**src/rtl/inst_prefetch_buffer.sv**
```systemverilog
// ---------------------------------------------------------------------------
// inst_prefetch_buffer
//
// Single-entry next-line instruction prefetch buffer. The icache asks for a
// line with prefetch/prefetch_addr. The buffer reads the line from memory
// whenever the memory port is not owned by a demand miss. It then holds the
// line until the icache installs or rejects it with flush_prefetch. Only one
// request is tracked at a time, and requests that arrive while busy are
// dropped.
//
// Optional feature:
//   INST_PREFETCH_PAGE_GUARD_EN - when defined, a request whose line is the
//   first line of a 4 KiB page (prefetch_addr[11:5] == 0) is dropped. Such a
//   line is usually a sequential run-off into a page that may not be mapped.
//
// Ports:
//   clk              sole clock, rising edge
//   rst              asynchronous active-high reset
//   prefetch         next-line request strobe (honoured only when idle)
//   prefetch_addr    requested address (aligned down to 32 bytes)
//   flush_prefetch   discard the buffered or in-flight line
//   mem_busy         demand miss owns the memory port
//   pf_mem_resp      memory read-complete strobe
//   pf_mem_rdata     returned line, valid with pf_mem_resp
//   pf_mem_read      read request, held until pf_mem_resp
//   pf_mem_addr      read address (always the captured address)
//   active_prefetch  prefetch in flight (WAIT/FETCH/DRAIN)
//   prefetch_rvalid  buffered line ready for install
//   prefetch_raddr   address of buffered line
//   prefetch_rdata   buffered line data
// ---------------------------------------------------------------------------
module inst_prefetch_buffer #(
    parameter int CACHE_LINE_SIZE = 256
) (
    input  logic                       clk,
    input  logic                       rst,
    input  logic                       prefetch,
    input  logic [31:0]                prefetch_addr,
    input  logic                       flush_prefetch,
    input  logic                       mem_busy,
    input  logic                       pf_mem_resp,
    input  logic [CACHE_LINE_SIZE-1:0] pf_mem_rdata,
    output logic                       pf_mem_read,
    output logic [31:0]                pf_mem_addr,
    output logic                       active_prefetch,
    output logic                       prefetch_rvalid,
    output logic [31:0]                prefetch_raddr,
    output logic [CACHE_LINE_SIZE-1:0] prefetch_rdata
);

    typedef enum logic [2:0] {
        IDLE  = 3'd0,
        WAIT  = 3'd1,
        FETCH = 3'd2,
        VALID = 3'd3,
        DRAIN = 3'd4
    } state_t;

    state_t                     state, state_next;
    logic [31:0]                addr_q;
    logic [CACHE_LINE_SIZE-1:0] line_q;
    logic                       addr_load;
    logic                       line_load;
    logic                       page_drop;

    // The low five address bits only select a byte within the line.
    logic unused_addr_bits;
    assign unused_addr_bits = ^prefetch_addr[4:0];

`ifdef INST_PREFETCH_PAGE_GUARD_EN
    assign page_drop = (prefetch_addr[11:5] == 7'd0);
`else
    assign page_drop = 1'b0;
`endif

    // NOTE: all clocked state uses non-blocking assignments. Every register
    // then samples the values from before the edge, whatever order the
    // statements are written in.
    always_ff @(posedge clk or posedge rst) begin
        if (rst) begin
            state  <= IDLE;
            addr_q <= '0;
            line_q <= '0;
        end else begin
            state <= state_next;
            if (addr_load) addr_q <= {prefetch_addr[31:5], 5'b0};
            if (line_load) line_q <= pf_mem_rdata;
        end
    end

    // NOTE: each output of this block gets a default before the case
    // statement. A path that leaves a variable unassigned would otherwise
    // infer a latch.
    always_comb begin
        state_next = state;
        addr_load  = 1'b0;
        line_load  = 1'b0;
        case (state)
            IDLE: begin
                if (prefetch && !page_drop) begin
                    addr_load  = 1'b1;
                    state_next = mem_busy ? WAIT : FETCH;
                end
            end
            WAIT: begin
                if (flush_prefetch)  state_next = IDLE;
                else if (!mem_busy)  state_next = FETCH;
            end
            FETCH: begin
                // A flush in the same cycle as the response turns that
                // response into the drain completion, so the data is discarded.
                if (pf_mem_resp) begin
                    line_load  = !flush_prefetch;
                    state_next = flush_prefetch ? IDLE : VALID;
                end else if (flush_prefetch) begin
                    state_next = DRAIN;
                end
            end
            VALID: begin
                if (flush_prefetch) state_next = IDLE;
            end
            DRAIN: begin
                // The read must still complete, or the memory port would be
                // left with an orphaned transaction.
                if (pf_mem_resp) state_next = IDLE;
            end
            default: state_next = IDLE;
        endcase
    end

    // All outputs are decoded from registered state, so reset clears them
    // without waiting for a clock edge.
    assign pf_mem_read     = (state == FETCH) || (state == DRAIN);
    assign pf_mem_addr     = addr_q;
    assign active_prefetch = (state == WAIT) || (state == FETCH) || (state == DRAIN);
    assign prefetch_rvalid = (state == VALID);
    assign prefetch_raddr  = addr_q;
    assign prefetch_rdata  = line_q;

endmodule
```
**config.mk**
```make
export PLATFORM = sky130hd
export DESIGN_NAME = inst_prefetch_buffer
export DESIGN_NICKNAME = d
export VERILOG_FILES = /design/src/rtl/inst_prefetch_buffer.sv
export SDC_FILE = /design/constraint.sdc
export NUM_CORES = 1
export LEC_CHECK = 0
export CAP_MARGIN = 25
export CORE_AREA = 2 2 242 244
export CTS_CLUSTER_DIAMETER = 50
export DETAILED_ROUTE_END_ITERATION = 8
export DIE_AREA = 0 0 244 246
export MAX_ROUTING_LAYER = met4
export PLACE_DENSITY = 0.48
export SYNTH_ARGS = -nofsm -noshare
export SYNTH_HDL_FRONTEND = slang
export SYNTH_SLANG_ARGS = --single-unit
export TNS_END_PERCENT = 5
```
**constraint.sdc**
```tcl
create_clock -name clk -period 19.73 [get_ports clk]
set_input_delay 2.9595 -clock clk [delete_from_list [all_inputs] [get_ports clk]]
set_output_delay 2.9595 -clock clk [all_outputs]
set_load 0.05 [all_outputs]
```
==> impl_metrics.toml <==
[outcome]
run_status = "completed"

[finish]
finalNetCount = 1555
drive_above_1_share = 0.267
sequential_cell_area_um2 = 7160
fillCellCount = 5713
syn_to_final_growth_pct = 71.8
final_area_um2 = 19000
multiInputGateArea_um2 = 3430

[floorplan]
initial_util = 0.193
chipWidth_um = 244
design.portCount = 617
design.die.area_um2 = 60000
rows = 88
die_height_um = 246
core_area_um2 = 57400

[synthesis]
syn-instance-count = 668
synth_cell_types = 25
synth_top_family_by_area = "multiplexers"
yosys_warnings = 0
post_synthesis_mux_area_share = 0.290
netlist_top_cells_area = "sky130_fd_sc_hd__dfrtp_1 65%, sky130_fd_sc_hd__mux2_2 27%, sky130_fd_sc_hd__buf_4 4.2%"
synth-seq-cells = 286
compound_gate_portion_of_the_synthesized_area = 0.00690
netlist.area_leader.share = 0.647
mappedNetlistArea_um2 = 11100
postSynthAreaPerCell_um2 = 16.6
post-synth-top-area-cell = "sky130_fd_sc_hd__dfrtp_1"
yosys.area_share.adder = 0
synth_xor_xnor_area_share = 0
synthSimpleGateAreaFrac = 0.00995
synth-seq-area-share = 0.647

[grt]
grt_max_degree = 112
grt_pass1_wl_mm = 52.8
grt_antenna_before_repair = 2
grt_use_total = 0.120
first_global_vias = 8218
grt.overflow.total = 0

[sta]
setup_viol = 0
report.final.slew_viol_count = 0
whs_ns = 0.480
max_clk_rate_ghz = 0.179
clock_tree_skew_after_final_layout_ns = 0.0126
worst_pin_slew_ns = 1.00
grt_setup_unrepaired = "no"
finalCriticalPeriod_ns = 5.60
timing_hold_violations_final = 0
slew-limit-headroom = 0.333
final_period_util = 0.284
setup_total_neg_slack_ns = 0

[min_path]
worstHoldPathType = "flop to flop"

[drt]
finalWirelength_mm = 36.6
routed-via-count = 7747
drt_first_iter_violations = 262
routed_wire_length_per_instance_um = 17.8
drc = 0
ant_nets = 0
route.detailed.vias_per_inst = 3.76
drtPass1Iterations = 4

[clocking]
clock_insertion_delay_worst_skew_ns = 0.54
tritoncts = "yes"
post_cts_buffers = 0
cts-root-buf = "sky130_fd_sc_hd__clkbuf_16"
h-tree-depth = 2
cts.sink_count = 286
path_clk_slew_ns = 0.05
tritoncts.num_buffers = 42
cts_hold_repair.buffers = 0
max_root_sink_buffers = 3
postCtsResizedCells = 0

[run]
max-cap-violations = 0

[placement]
dp.final_hpwl_mm = 27.4
io_buffer_count = 601
routability_congestion_estimate_from_global_placement = 0.773
placed_cell_area_um2 = 17600

[worst_setup_path]
crit_type = "primary input to flop"
worst_setup_path_end_kind = "flop"
critical-path-top-delay-family = "buffers and inverters"
timing.critical_path.fanout_max = 75
cp_common_cell = "sky130_fd_sc_hd__buf_4"
slowest_stage = "sky130_fd_sc_hd__buf_4"
worst_path_buffer_plus_inverter_count = 3
critical_path_start_type = "primary input"
worst_ep_required_time_ns = 20.14
critical_path.cell_chain = "clkdlybuf4s50_1, nor4b_4, buf_4, buf_4, mux2_2"
critical-path-max-stage-delay_ns = 0.87
arrival_ns = 6.01

[power_and_ir_drop]
max-vdd-ir-drop_mv = 0.111
cell_leakage_power_nw = 7.69
total_power_mw = 4.11
pwr_density_cell_nw_per_um2 = 216
-- per-layer routing --
metal / track usage / vias up / wire length (µm)
met1: 0.132 / 3888 / 13800
met3: 0.0305 / 57 / 2190
met2: 0.211 / 283 / 19700
li1: - / 3519 / -
met4: 0.0418 / 0 / 835
met5: - / - / 0
-- flip-flops by register name, indices dropped and copies added (netlist names) --
| name | cells |
|---|---|
| state | 3 |
| prefetch_rdata | 256 |
| pf_mem_addr | 27 |
-- logic make-up (layout without fill, tap and decap cells) --
kind of cell / Yosys count / after routing
flip-flops: 286 / 286
multiplexers: 285 / 285
buffers and inverters: 72 / 686
AND/OR/NAND/NOR: 14 / 14
AO/OA/AOI/OAI: 10 / 10
other: 1 / 12
-- Yosys cell counts, drive strengths merged --
| cell type | number |
|---|---|
| o311ai | 1 |
| nand2b | 3 |
| or3 | 1 |
| o21bai | 2 |
| dfrtp | 286 |
| inv | 2 |
| clkbuf | 1 |
| and3b | 2 |
| o21ai | 1 |
| nor2b | 2 |
| nor3 | 2 |
| and2 | 1 |
| conb | 1 |
| buf | 69 |
| a21oi | 3 |
| o31a | 1 |
| nor2 | 2 |
| mux2i | 1 |
| o41ai | 1 |
| a22oi | 1 |
| mux2 | 284 |
| nor4b | 1 |
-- cells in the final DEF (no fill, tap or decap), drive strengths merged, types with 3 or more instances in the layout --
cell type      Yosys  routed
nand2b             3       3
conb               1      10
mux2             284     284
clkinv             0      11
a21oi              3       3
inv                2       7
buf               69       9
clkinvlp           0       5
clkdlybuf4s50      0     601
dfrtp            286     286
clkbuf             1      51
-- through the flow --
step / utilization / setup slack (ns) / std cells
floorplan: - / 8.88 / 677
global placement: 0.307 / 13.60 / 1981
detailed placement: 0.307 / 13.57 / 1981
CTS: 0.331 / 14.16 / 2055
global route: 0.331 / 13.98 / 2058
finish: 0.331 / 14.13 / 2058
-- cell type report --
cell class                      instances  area share
Clock buffer                           51      0.0598
Antenna cell                            2    0.000263
Inverter                                2    0.000790
Multi-Input combinational cell        319       0.181
Clock inverter                         23      0.0109
Timing Repair Buffer                  610       0.321
Tap cell                              765      0.0503
Sequential cell                       286       0.376
-- path summary, 6_finish.rpt --
kind | start | end | slack (ns) | cells past startpoint
min in group asynchronous | rst | prefetch_rdata[66] | 2.99 | 2
worst max register to register | state[2] | prefetch_rdata[27] | 16.49 | 5
worst min register to register | prefetch_rdata[56] | prefetch_rdata[56] | 0.48 | 1
max in group asynchronous | rst | pf_mem_addr[29] | 14.77 | 4
worst max-delay path | flush_prefetch | prefetch_rdata[27] | 14.13 | 5
worst min-delay path | prefetch_rdata[56] | prefetch_rdata[56] | 0.48 | 1
-- where the power goes --
part,internal [mW],switching (mW),total (mW)
clock,0.439,0.281,0.720
combinational,0.835,1.50,2.34
sequential,0.883,0.165,1.05
Power figures use the tool's default switching activity.
